===== src/rtl/pl3_mem_hs_pkg.sv =====
// Shared types for the stage-3 memory handshake block and its lane aligner.
package pl3_mem_hs_pkg;

  typedef logic [31:0] data_val;
  typedef logic [4:0]  reg_addr;

  // Access size/sign; encodings 5..7 are undefined.
  typedef enum logic [2:0] {
    L_S_BYTE   = 3'd0,
    L_S_HALF   = 3'd1,
    L_S_WORD   = 3'd2,
    L_S_BYTE_U = 3'd3,
    L_S_HALF_U = 3'd4
  } l_s_sel;

  typedef enum logic [1:0] {
    IDLE = 2'd0,
    REQ  = 2'd1,
    WAIT = 2'd2
  } mem_state;

  // Offset with the bits that must be zero for this access size cleared.
  function automatic logic [1:0] aligned_off(l_s_sel sel, logic [1:0] off);
    case (sel)
      L_S_HALF, L_S_HALF_U: return {off[1], 1'b0};
      L_S_WORD:             return 2'b00;
      default:              return off;
    endcase
  endfunction

  function automatic logic is_misaligned(l_s_sel sel, logic [1:0] off);
    return aligned_off(sel, off) != off;
  endfunction

endpackage


===== src/rtl/mem_lane_align.sv =====
// Byte-lane steering: store byte enables/data and load extraction/extension.
module mem_lane_align
  import pl3_mem_hs_pkg::*;
(
  input  logic [1:0] off,
  input  l_s_sel     sel,
  input  data_val    wr_val,
  input  data_val    rd_word,
  output logic [3:0] be,
  output data_val    wdata,
  output data_val    rd_val
);

  logic [4:0] sh;
  data_val    rd_shift;

  assign sh       = {off, 3'b000};
  assign wdata    = wr_val << sh;
  assign rd_shift = rd_word >> sh;

  // Size-dependent enables and load extension; undefined sizes give zero.
  always_comb begin
    be     = 4'h0;
    rd_val = '0;
    case (sel)
      L_S_BYTE: begin
        be     = 4'b0001 << off;
        rd_val = {{24{rd_shift[7]}}, rd_shift[7:0]};
      end
      L_S_BYTE_U: begin
        be     = 4'b0001 << off;
        rd_val = {24'h0, rd_shift[7:0]};
      end
      L_S_HALF: begin
        be     = 4'b0011 << off;
        rd_val = {{16{rd_shift[15]}}, rd_shift[15:0]};
      end
      L_S_HALF_U: begin
        be     = 4'b0011 << off;
        rd_val = {16'h0, rd_shift[15:0]};
      end
      L_S_WORD: begin
        be     = 4'hF;
        rd_val = rd_shift;
      end
      default: ;
    endcase
  end

endmodule


===== src/rtl/pl3_mem_hs.sv =====
// Pipeline memory stage with a request/response memory handshake.
module pl3_mem_hs
  import pl3_mem_hs_pkg::*;
#(
  parameter int unsigned ADDR_W        = 32,
  parameter int unsigned TIMEOUT_CYC   = 255,
  parameter bit          MISALIGN_TRAP = 1'b1
) (
  input  logic              i_clk,
  input  logic              i_rst,
  input  logic              i_valid,
  input  data_val           i_alu_out_val,
  input  logic              i_mem_wr_en,
  input  logic              i_mem_rd_en,
  input  data_val           i_mem_wr_val,
  input  l_s_sel            i_l_s_sel_val,
  input  reg_addr           i_ff_addr,
  output logic              o_stall,
  output logic              o_valid,
  output data_val           o_mem_rd_val,
  output reg_addr           o_ff_addr,
  output data_val           o_ff_val,
  output logic              o_misaligned,
  output logic              o_bus_err,
  output logic              o_req,
  output logic              o_req_we,
  output logic [ADDR_W-1:0] o_req_addr,
  output logic [3:0]        o_req_be,
  output data_val           o_req_wdata,
  input  logic              i_req_ready,
  input  logic              i_rsp_valid,
  input  data_val           i_rsp_rdata
);

  mem_state          state_q, state_d;
  logic [31:0]       cnt_q, cnt_d;
  logic [ADDR_W-1:0] addr_q;
  logic [1:0]        off_q;
  l_s_sel            sel_q;
  data_val           wr_val_q;
  reg_addr           ff_q;
  logic              we_q;
  logic              latch_en;

  logic    valid_q, valid_d, mis_q, mis_d, berr_q, berr_d;
  data_val val_q, val_d;
  reg_addr ffo_q, ffo_d;

  logic       is_mem, timeout;
  logic [3:0] al_be;
  data_val    al_wdata, al_rd_val;

  assign is_mem  = i_mem_rd_en | i_mem_wr_en;
  // Timeout fires in the cycle that spends the last allowed REQ/WAIT cycle.
  assign timeout = (TIMEOUT_CYC != 0) && (cnt_q == TIMEOUT_CYC - 1);

  mem_lane_align u_align (
    .off     (off_q),
    .sel     (sel_q),
    .wr_val  (wr_val_q),
    .rd_word (i_rsp_rdata),
    .be      (al_be),
    .wdata   (al_wdata),
    .rd_val  (al_rd_val)
  );

  // Next state, timeout count and the registered result.
  always_comb begin
    state_d  = state_q;
    cnt_d    = '0;
    latch_en = 1'b0;
    valid_d  = 1'b0;
    val_d    = '0;
    ffo_d    = '0;
    mis_d    = 1'b0;
    berr_d   = 1'b0;
    case (state_q)
      IDLE: begin
        if (i_valid) begin
          if (!is_mem) begin
            valid_d = 1'b1;
            val_d   = i_alu_out_val;
            ffo_d   = i_ff_addr;
          end else if (MISALIGN_TRAP && is_misaligned(i_l_s_sel_val, i_alu_out_val[1:0])) begin
            valid_d = 1'b1;
            mis_d   = 1'b1;
          end else begin
            latch_en = 1'b1;
            state_d  = REQ;
          end
        end
      end
      REQ: begin
        cnt_d = cnt_q + 32'd1;
        if (i_req_ready) begin
          if (we_q) begin
            state_d = IDLE;
            valid_d = 1'b1;
          end else begin
            state_d = WAIT;
          end
        end else if (timeout) begin
          state_d = IDLE;
          valid_d = 1'b1;
          berr_d  = 1'b1;
        end
      end
      WAIT: begin
        cnt_d = cnt_q + 32'd1;
        if (i_rsp_valid) begin
          state_d = IDLE;
          valid_d = 1'b1;
          val_d   = al_rd_val;
          ffo_d   = ff_q;
        end else if (timeout) begin
          state_d = IDLE;
          valid_d = 1'b1;
          berr_d  = 1'b1;
        end
      end
      default: state_d = IDLE;
    endcase
  end

  // State, counter and result registers.
  always_ff @(posedge i_clk) begin
    if (i_rst) begin
      state_q <= IDLE;
      cnt_q   <= '0;
      valid_q <= 1'b0;
      val_q   <= '0;
      ffo_q   <= '0;
      mis_q   <= 1'b0;
      berr_q  <= 1'b0;
    end else begin
      state_q <= state_d;
      cnt_q   <= cnt_d;
      valid_q <= valid_d;
      val_q   <= val_d;
      ffo_q   <= ffo_d;
      mis_q   <= mis_d;
      berr_q  <= berr_d;
    end
  end

  // Capture the accepted memory op; a write wins over a simultaneous read.
  always_ff @(posedge i_clk) begin
    if (i_rst) begin
      addr_q   <= '0;
      off_q    <= '0;
      sel_q    <= L_S_BYTE;
      wr_val_q <= '0;
      ff_q     <= '0;
      we_q     <= 1'b0;
    end else if (latch_en) begin
      addr_q   <= i_alu_out_val[ADDR_W-1:0];
      off_q    <= aligned_off(i_l_s_sel_val, i_alu_out_val[1:0]);
      sel_q    <= i_l_s_sel_val;
      wr_val_q <= i_mem_wr_val;
      ff_q     <= i_ff_addr;
      we_q     <= i_mem_wr_en;
    end
  end

  assign o_stall      = (state_q != IDLE);
  assign o_req        = (state_q == REQ);
  assign o_req_we     = o_req & we_q;
  assign o_req_addr   = o_req ? {addr_q[ADDR_W-1:2], 2'b00} : '0;
  assign o_req_be     = o_req ? al_be : 4'h0;
  assign o_req_wdata  = o_req ? al_wdata : '0;
  assign o_valid      = valid_q;
  assign o_mem_rd_val = val_q;
  assign o_ff_val     = val_q;
  assign o_ff_addr    = ffo_q;
  assign o_misaligned = mis_q;
  assign o_bus_err    = berr_q;

endmodule


===== config.mk =====
export PLATFORM = sky130hd
export DESIGN_NAME = pl3_mem_hs
export DESIGN_NICKNAME = d
export VERILOG_FILES = /design/src/rtl/pl3_mem_hs_pkg.sv /design/src/rtl/mem_lane_align.sv /design/src/rtl/pl3_mem_hs.sv
export SDC_FILE = /design/constraint.sdc
export NUM_CORES = 1
export LEC_CHECK = 0
export ABC_CLOCK_PERIOD_IN_PS = 2300
export CORE_MARGIN = 10
export CORE_UTILIZATION = 25
export DETAILED_ROUTE_END_ITERATION = 12
export SKIP_LAST_GASP = 1
export SYNTH_ARGS = -nofsm -noshare
export SYNTH_HDL_FRONTEND = slang
export SYNTH_SLANG_ARGS = --single-unit

===== constraint.sdc =====
create_clock -name i_clk -period 2.3 [get_ports i_clk]
set_input_delay 0.345 -clock i_clk [delete_from_list [all_inputs] [get_ports i_clk]]
set_output_delay 0.345 -clock i_clk [all_outputs]
set_load 0.005 [all_outputs]

==> flow_metrics.env, run 1 <==
export IMPL_cp_depth=5
export IMPL_yosysTopAreaCell="dfxtp_1"
export IMPL_avgSynthCellArea_um2=7.85
export IMPL_cpMaxStageDelayCell="clkdlybuf4s50_1"
export IMPL_avgViaCountPerCell=4.72
export IMPL_maxSlewViolCount=0
export IMPL_fin_ws_ns=0.0561
export IMPL_synth_edf_count=0
export IMPL_end_kind="primary output"
export IMPL_path_max_fanout=20
export IMPL_path_delay_family="buffers and inverters"
export IMPL_synth_top_area_share_pct=39.8
export IMPL_antenna_found_initial=2
export IMPL_netlist_instances=942
export IMPL_hold_viol=0
export IMPL_design_die_area_um2=36900
export IMPL_cts_buffer_depth=2
export IMPL_outcome="completed"
export IMPL_drc=0
export IMPL_grtUsageTotal_pct=15.8
export IMPL_hold_path_depth=5
export IMPL_synth_top_cells_by_count="nand2_1, dfxtp_1, a21oi_1, nor2_1, and2_1"
export IMPL_cts_tree="done"
export IMPL_die_y_um=192
export IMPL_use_met2_pct=27.2
export IMPL_port_buffers=251
export IMPL_final_cell_count_no_fill=1577
export IMPL_worstRegToRegCells=8
export IMPL_synth_area_leaders="dfxtp_1, nand2_1, a21oi_1"
export IMPL_placed_cells=1529
export IMPL_synth_mux_area_share_pct=6.94
export IMPL_path_class="register to primary output"
export IMPL_antenna_cells=0
export IMPL_grt_busiest_layer="met2"
export IMPL_vias=7451
export IMPL_synth_top_family_by_area="simple AND/OR/NAND/NOR gates"
export IMPL_first_pass_iters=5
export IMPL_die_w_um=192
export IMPL_fmax_mhz=446
export IMPL_pre_cts_ws_ns=-0.0898
export IMPL_grtUsageMet3_pct=4.43
export IMPL_synth_xor_area_share_pct=3.32
export IMPL_drt_total_wl_um=30300
export IMPL_ys_seq_area_share_pct=39.8
export IMPL_async_flop_share_pct=0
export IMPL_arrival_ns=1.90
export IMPL_worstHoldPathType="primary input to register"
export IMPL_yosys_cell_count_top_type="nand2_1"
export IMPL_gp_congestion=0.864
export IMPL_fin_crit_sh_pct=97.6
export IMPL_synth_compound_area_share_pct=14.7
export IMPL_start_util_pct=25.6
export IMPL_fin_skew_ns=0.0185
export IMPL_setup_viol=0
export IMPL_numCtsBuffers=17
export IMPL_dp_hpwl_um=22700
export IMPL_ant_nets=0
export IMPL_start_kind="register"
export IMPL_rsz0062_at_grt="true"
export IMPL_pin_count=254
export IMPL_synthAdderAreaFrac_pct=1.01
export IMPL_coreArea_um2=28900
export IMPL_ys_types=55
export IMPL_area_growth_pct=51.3
export IMPL_met1_usage_pct=18.9
export IMPL_period_minus_slack_ns=2.24
export IMPL_worstSkewPairLatency_ns=0.43
export IMPL_maxCapViolCount=0
export IMPL_tightest_slew_ns=0.947
export IMPL_cts_max_level=4
export IMPL_cts_root_buf="clkbuf_16"
export IMPL_power_density_nw_per_um2=595
export IMPL_grt_ovfl_total=0
export IMPL_crit_buf_inv=3
export IMPL_wire_per_inst_um=19.2
export IMPL_clk_pin_slew_ns=0.06
export IMPL_critPathMaxStageDelay_ns=0.53
export IMPL_drive_above_1_share_pct=11.9
export IMPL_grt_pass1_vias=7531
export IMPL_yosysWarnings=0
export IMPL_synth_area_um2=7400
export IMPL_cts_sinks=147
export IMPL_drt_iter0_markers=373
export IMPL_crit_chain="inv_2, ha_4, buf_12, and2_1, clkdlybuf4s50_1"
export IMPL_fp_row_count=62
export IMPL_grt_max_degree=75
export IMPL_power_leakage_uw=0.00423
export IMPL_ys_ff_latch=147
export IMPL_grt_pass1_wl_um=45100
export IMPL_worst_slew_margin_rel_pct=36.9
export IMPL_worst_ep_required_time_ns=1.96
export IMPL_final_nets=1297
export IMPL_synthSimpleGateAreaFrac_pct=25.8
export IMPL_ir_drop_uv=411
export IMPL_ys_flop_type="dfxtp_1"
export IMPL_fillers=2986
[timing repair]
item	in CTS	in global routing
cloned	4	0
resized for setup	66	25
pin swaps	1	2
endpoints found under the setup margin	68	38
hold buffers	0	0
buffers inserted	8	4
[layout make-up]
class / count / area [um2] / share of cell area, %
Sequential cell: 147 / 2960 / 26.4
Clock inverter: 14 / 118 / 1.05
Multi-Input combinational cell: 676 / 3920 / 35.0
Tap cell: 384 / 480 / 4.29
Clock buffer: 18 / 439 / 3.92
Inverter: 21 / 78.8 / 0.704
Timing Repair Buffer: 317 / 3200 / 28.6
[placed cells by master (no fill, tap or decap), types with 14 or more instances in the layout]
cell type	instances
nor2_1	68
dlygate4sd2_1	37
buf_4	46
a21oi_1	85
nand3_1	14
dfxtp_1	142
clkdlybuf4s50_1	202
xnor2_1	22
clkbuf_16	17
a221o_1	16
mux2i_1	36
and2_1	52
inv_1	19
nand2_1	206
o21ai_0	34
[tightest hold or removal path, delay by kind of cell]
| kind | cells | cell delay [ns] |
|---|---|---|
| buffers and inverters | 3 | 0.31 |
| AOI/OAI and AO/OA | 1 | 0.07 |
| and+or+nand+nor | 1 | 0.05 |
[kinds of logic (layout without fill, tap and decap cells)]
| family | count (synthesis) | after routing |
|---|---|---|
| AND/OR/NAND/NOR | 410 | 410 |
| AO/OA/AOI/OAI | 180 | 180 |
| flip-flops | 147 | 147 |
| buffers and inverters | 120 | 370 |
| multiplexers | 50 | 50 |
| XOR/XNOR | 28 | 28 |
| adder cells (fa/ha/maj) | 6 | 6 |
| other | 1 | 2 |
[sequential cells by signal, summed over array words and instances (netlist names)]
signal / flops
cnt_q: 32
ff_q: 5
sel_q: 3
state_q: 2
o_valid: 1
o_bus_err: 1
wr_val_q: 32
addr_q: 30
o_ff_addr: 5
off_q: 2
o_misaligned: 1
we_q: 1
o_ff_val: 32
[per-stage QoR]
step	util (%)	hold slack, ns	cell area (um2)	power (uW)	setup TNS [ns]
2_1_floorplan	-	0.432	7400	3310	0
3_3_place_gp	35.8	0.438	10400	3970	-0.0113
3_5_place_dp	35.8	0.444	10400	3980	-0.417
4_1_cts	38.3	0.399	11100	6770	-0.531
5_1_grt	38.7	0.447	11200	7000	-0.0882
6_report	38.7	0.415	11200	6660	0
[final timing paths]
check                                               end               startpoint  slack, ns
worst max-delay path                           o_req_we  state_q[1]$_SDFFE_PP0P_       0.06
worst min-delay path            state_q[0]$_SDFFE_PP0P_                    i_rst       0.41
worst max register to register  o_ff_val[30]$_SDFF_PP0_    off_q[0]$_SDFFE_PP0P_       0.15
worst min register to register  addr_q[15]$_SDFFE_PP0P_  addr_q[15]$_SDFFE_PP0P_       0.45
[layer usage]
layer | wire (um) | up-vias
met3 | 2370 | 26
met2 | 14600 | 255
li1 | - | 3626
met1 | 12800 | 3544
met5 | 0 | -
met4 | 469 | 0
[where the power goes]
part	internal [uW]	switching [uW]
logic	619	632
registers	2660	82.5
clock network	1450	1230
total	4720	1940
(Power assumes the default switching activity.)
==> inputs of run 2 (changes only) <==
- CTS_CLUSTER_SIZE: not set -> 28
==> results of run 2 <==
No change in the layout: final DEF, timing and power equal those of run 1.
==> inputs of run 3 (changes only) <==
- SETUP_SLACK_MARGIN: not set -> 0.15
==> flow_metrics.env, run 3 (synthesis gave the netlist of run 1 again) <==
export IMPL_outcome="finished with violations"
export IMPL_violations="negative setup slack"
export IMPL_r2r_slack_ns=0.06
export IMPL_fp_row_count=62
export IMPL_antenna_cells=0
export IMPL_dp_hpwl_um=22700
export IMPL_worstHoldPathType="primary input to register"
export IMPL_layout_commonest_cell="nand2_1"
export IMPL_crit_start="off_q[0]$_SDFFE_PP0P_"
export IMPL_grt_ovfl_total=0
export IMPL_cpMaxStageDelayCell="dfxtp_4"
export IMPL_fin_crit_sh_pct=101
export IMPL_critPathCapture="o_req_wdata[29]"
export IMPL_die_y_um=192
export IMPL_vias=7458
export IMPL_drt_iter0_markers=375
export IMPL_fin_ws_ns=-0.0344
export IMPL_total_power_uw=6760
export IMPL_crit_chain="clkbuf_16, mux2i_1, nand2_1, and3_1, clkdlybuf4s50_1"
export IMPL_critPathMaxStageDelay_ns=0.46
export IMPL_cts_hold_fix_buffers=0
export IMPL_cts_root_buf="clkbuf_16"
export IMPL_coreArea_um2=28900
export IMPL_grtUsageTotal_pct=15.5
export IMPL_area_growth_pct=56.3
export IMPL_ant_nets=0
export IMPL_die_w_um=192
export IMPL_gp_congestion=0.864
export IMPL_worstReg2RegStart="off_q[0]$_SDFFE_PP0P_"
export IMPL_avgViaCountPerCell=4.69
export IMPL_drive_above_1_share_pct=14.0
export IMPL_rsz0062_at_grt="true"
export IMPL_end_kind="primary output"
export IMPL_cts_sinks=147
export IMPL_placed_cells=1529
export IMPL_cts_tree="done"
export IMPL_pin_count=254
export IMPL_start_kind="register"
export IMPL_worstSkewPairLatency_ns=0.43
export IMPL_clk_pin_slew_ns=0.07
export IMPL_path_max_fanout=8
export IMPL_grt_pass1_wl_um=44400
export IMPL_worst_slew_margin_rel_pct=37.1
export IMPL_regToRegEndpoint="o_ff_val[8]$_SDFF_PP0_"
export IMPL_drt_total_wl_um=31100
export IMPL_grt_max_degree=75
export IMPL_period_minus_slack_ns=2.33
export IMPL_wire_per_inst_um=19.5
export IMPL_start_util_pct=25.6
export IMPL_maxCapViolCount=0
export IMPL_fin_skew_ns=0.0179
export IMPL_first_pass_iters=6
export IMPL_final_nets=1311
export IMPL_final_seq_area_um2=2960
export IMPL_arrival_ns=1.99
export IMPL_power_leakage_uw=0.00495
export IMPL_cts_max_level=4
export IMPL_drc=0
export IMPL_numCtsBuffers=17
export IMPL_ir_drop_uv=413
export IMPL_final_cell_count_no_fill=1591
export IMPL_worstRegToRegCells=8
export IMPL_port_buffers=251
export IMPL_cts_buffer_depth=2
export IMPL_path_class="register to primary output"
export IMPL_power_density_nw_per_um2=585
export IMPL_finalSetupTns_ns=-0.0896
export IMPL_setup_viol=3
export IMPL_fillers=2952
export IMPL_worst_ep_required_time_ns=1.96
export IMPL_fmax_mhz=428
export IMPL_maxSlewViolCount=0
export IMPL_final_cell_mix="nand2_1, clkdlybuf4s50_1, dfxtp_1, a21oi_1, nor2_1"
export IMPL_grt_pass1_vias=7458
export IMPL_hold_viol=0
export IMPL_pre_cts_ws_ns=-0.0898
export IMPL_multi_input_area_um2=4000
export IMPL_tightest_slew_ns=0.944
export IMPL_antenna_found_initial=2
export IMPL_design_die_area_um2=36900
[run 3: cell types whose count changed in the layout (fill, tap and decap cells not counted), moves of 2 or more]
cell             delta
buf_16              -3
buf_4              +11
clkbuf_16           +8
clkbuf_2            +2
clkdlybuf4s15_1     -7
clkdlybuf4s50_1    -15
dlygate4sd2_1      -23
dlymetal6s2s_1     +40
mux2i_1             -5
mux2i_4             +5
[run 3: routing by layer]
| layer | vias up | GRT usage [%] | wire, um |
|---|---|---|---|
| met1 | 3510 | 18.3 | 13100 |
| met2 | 264 | 26.9 | 15000 |
| met3 | 27 | 4.88 | 2470 |
| met4 | 0 | 3.52 | 472 |
| met5 | - | 0 | 0 |
| li1 | 3657 | - | - |
[run 3: worst max-delay path: cells and delay by family, from the launching register on]
family | cells | cell delay (ns)
buf+inv | 2 | 0.64
flops | 1 | 0.46
mux | 1 | 0.23
simple gates | 2 | 0.24
[run 3: power by group]
part	switching [uW]	internal [uW]	leakage (uW)
clock network	1230	1450	0.000278
registers	88.6	2660	0.00120
logic	660	675	0.00348
[run 3: area by class of cell]
class                      count  share of cell area (%)
clock inverter                14                    1.02
tap                          384                    4.16
timing repair buffer         331                    30.1
multi-input combinational    676                    34.6
inverter                      21                   0.714
clock buffer                  18                    3.80
sequential                   147                    25.6
[run 3: worst min path at each step]
stage	start	endpoint	cells past startpoint
floorplan	addr_q[10]$_SDFFE_PP0P_	addr_q[10]$_SDFFE_PP0P_	2
global placement	addr_q[11]$_SDFFE_PP0P_	addr_q[11]$_SDFFE_PP0P_	2
detailed placement	addr_q[12]$_SDFFE_PP0P_	addr_q[12]$_SDFFE_PP0P_	2
CTS	i_rst	state_q[0]$_SDFFE_PP0P_	5
global route	i_rst	state_q[0]$_SDFFE_PP0P_	5
finish	i_rst	state_q[0]$_SDFFE_PP0P_	5
[run 3: metrics by stage]
| stage | area, um2 | util [%] | hold WS, ns |
|---|---|---|---|
| 5_1_grt | 11600 | 40.0 | 0.445 |
| 6_report | 11600 | 40.0 | 0.410 |
| 4_1_cts | 11000 | 38.1 | 0.397 |
| 3_5_place_dp | 10400 | 35.8 | 0.444 |
| 2_1_floorplan | 7400 | - | 0.432 |
| 3_3_place_gp | 10400 | 35.8 | 0.438 |
[run 3: what timing repair did]
action | CTS | global route
pin swaps | 1 | 2
gates cloned | 0 | 8
resized for setup | 46 | 86
endpoints found under the setup margin | 69 | 86
buffers inserted | 7 | 15
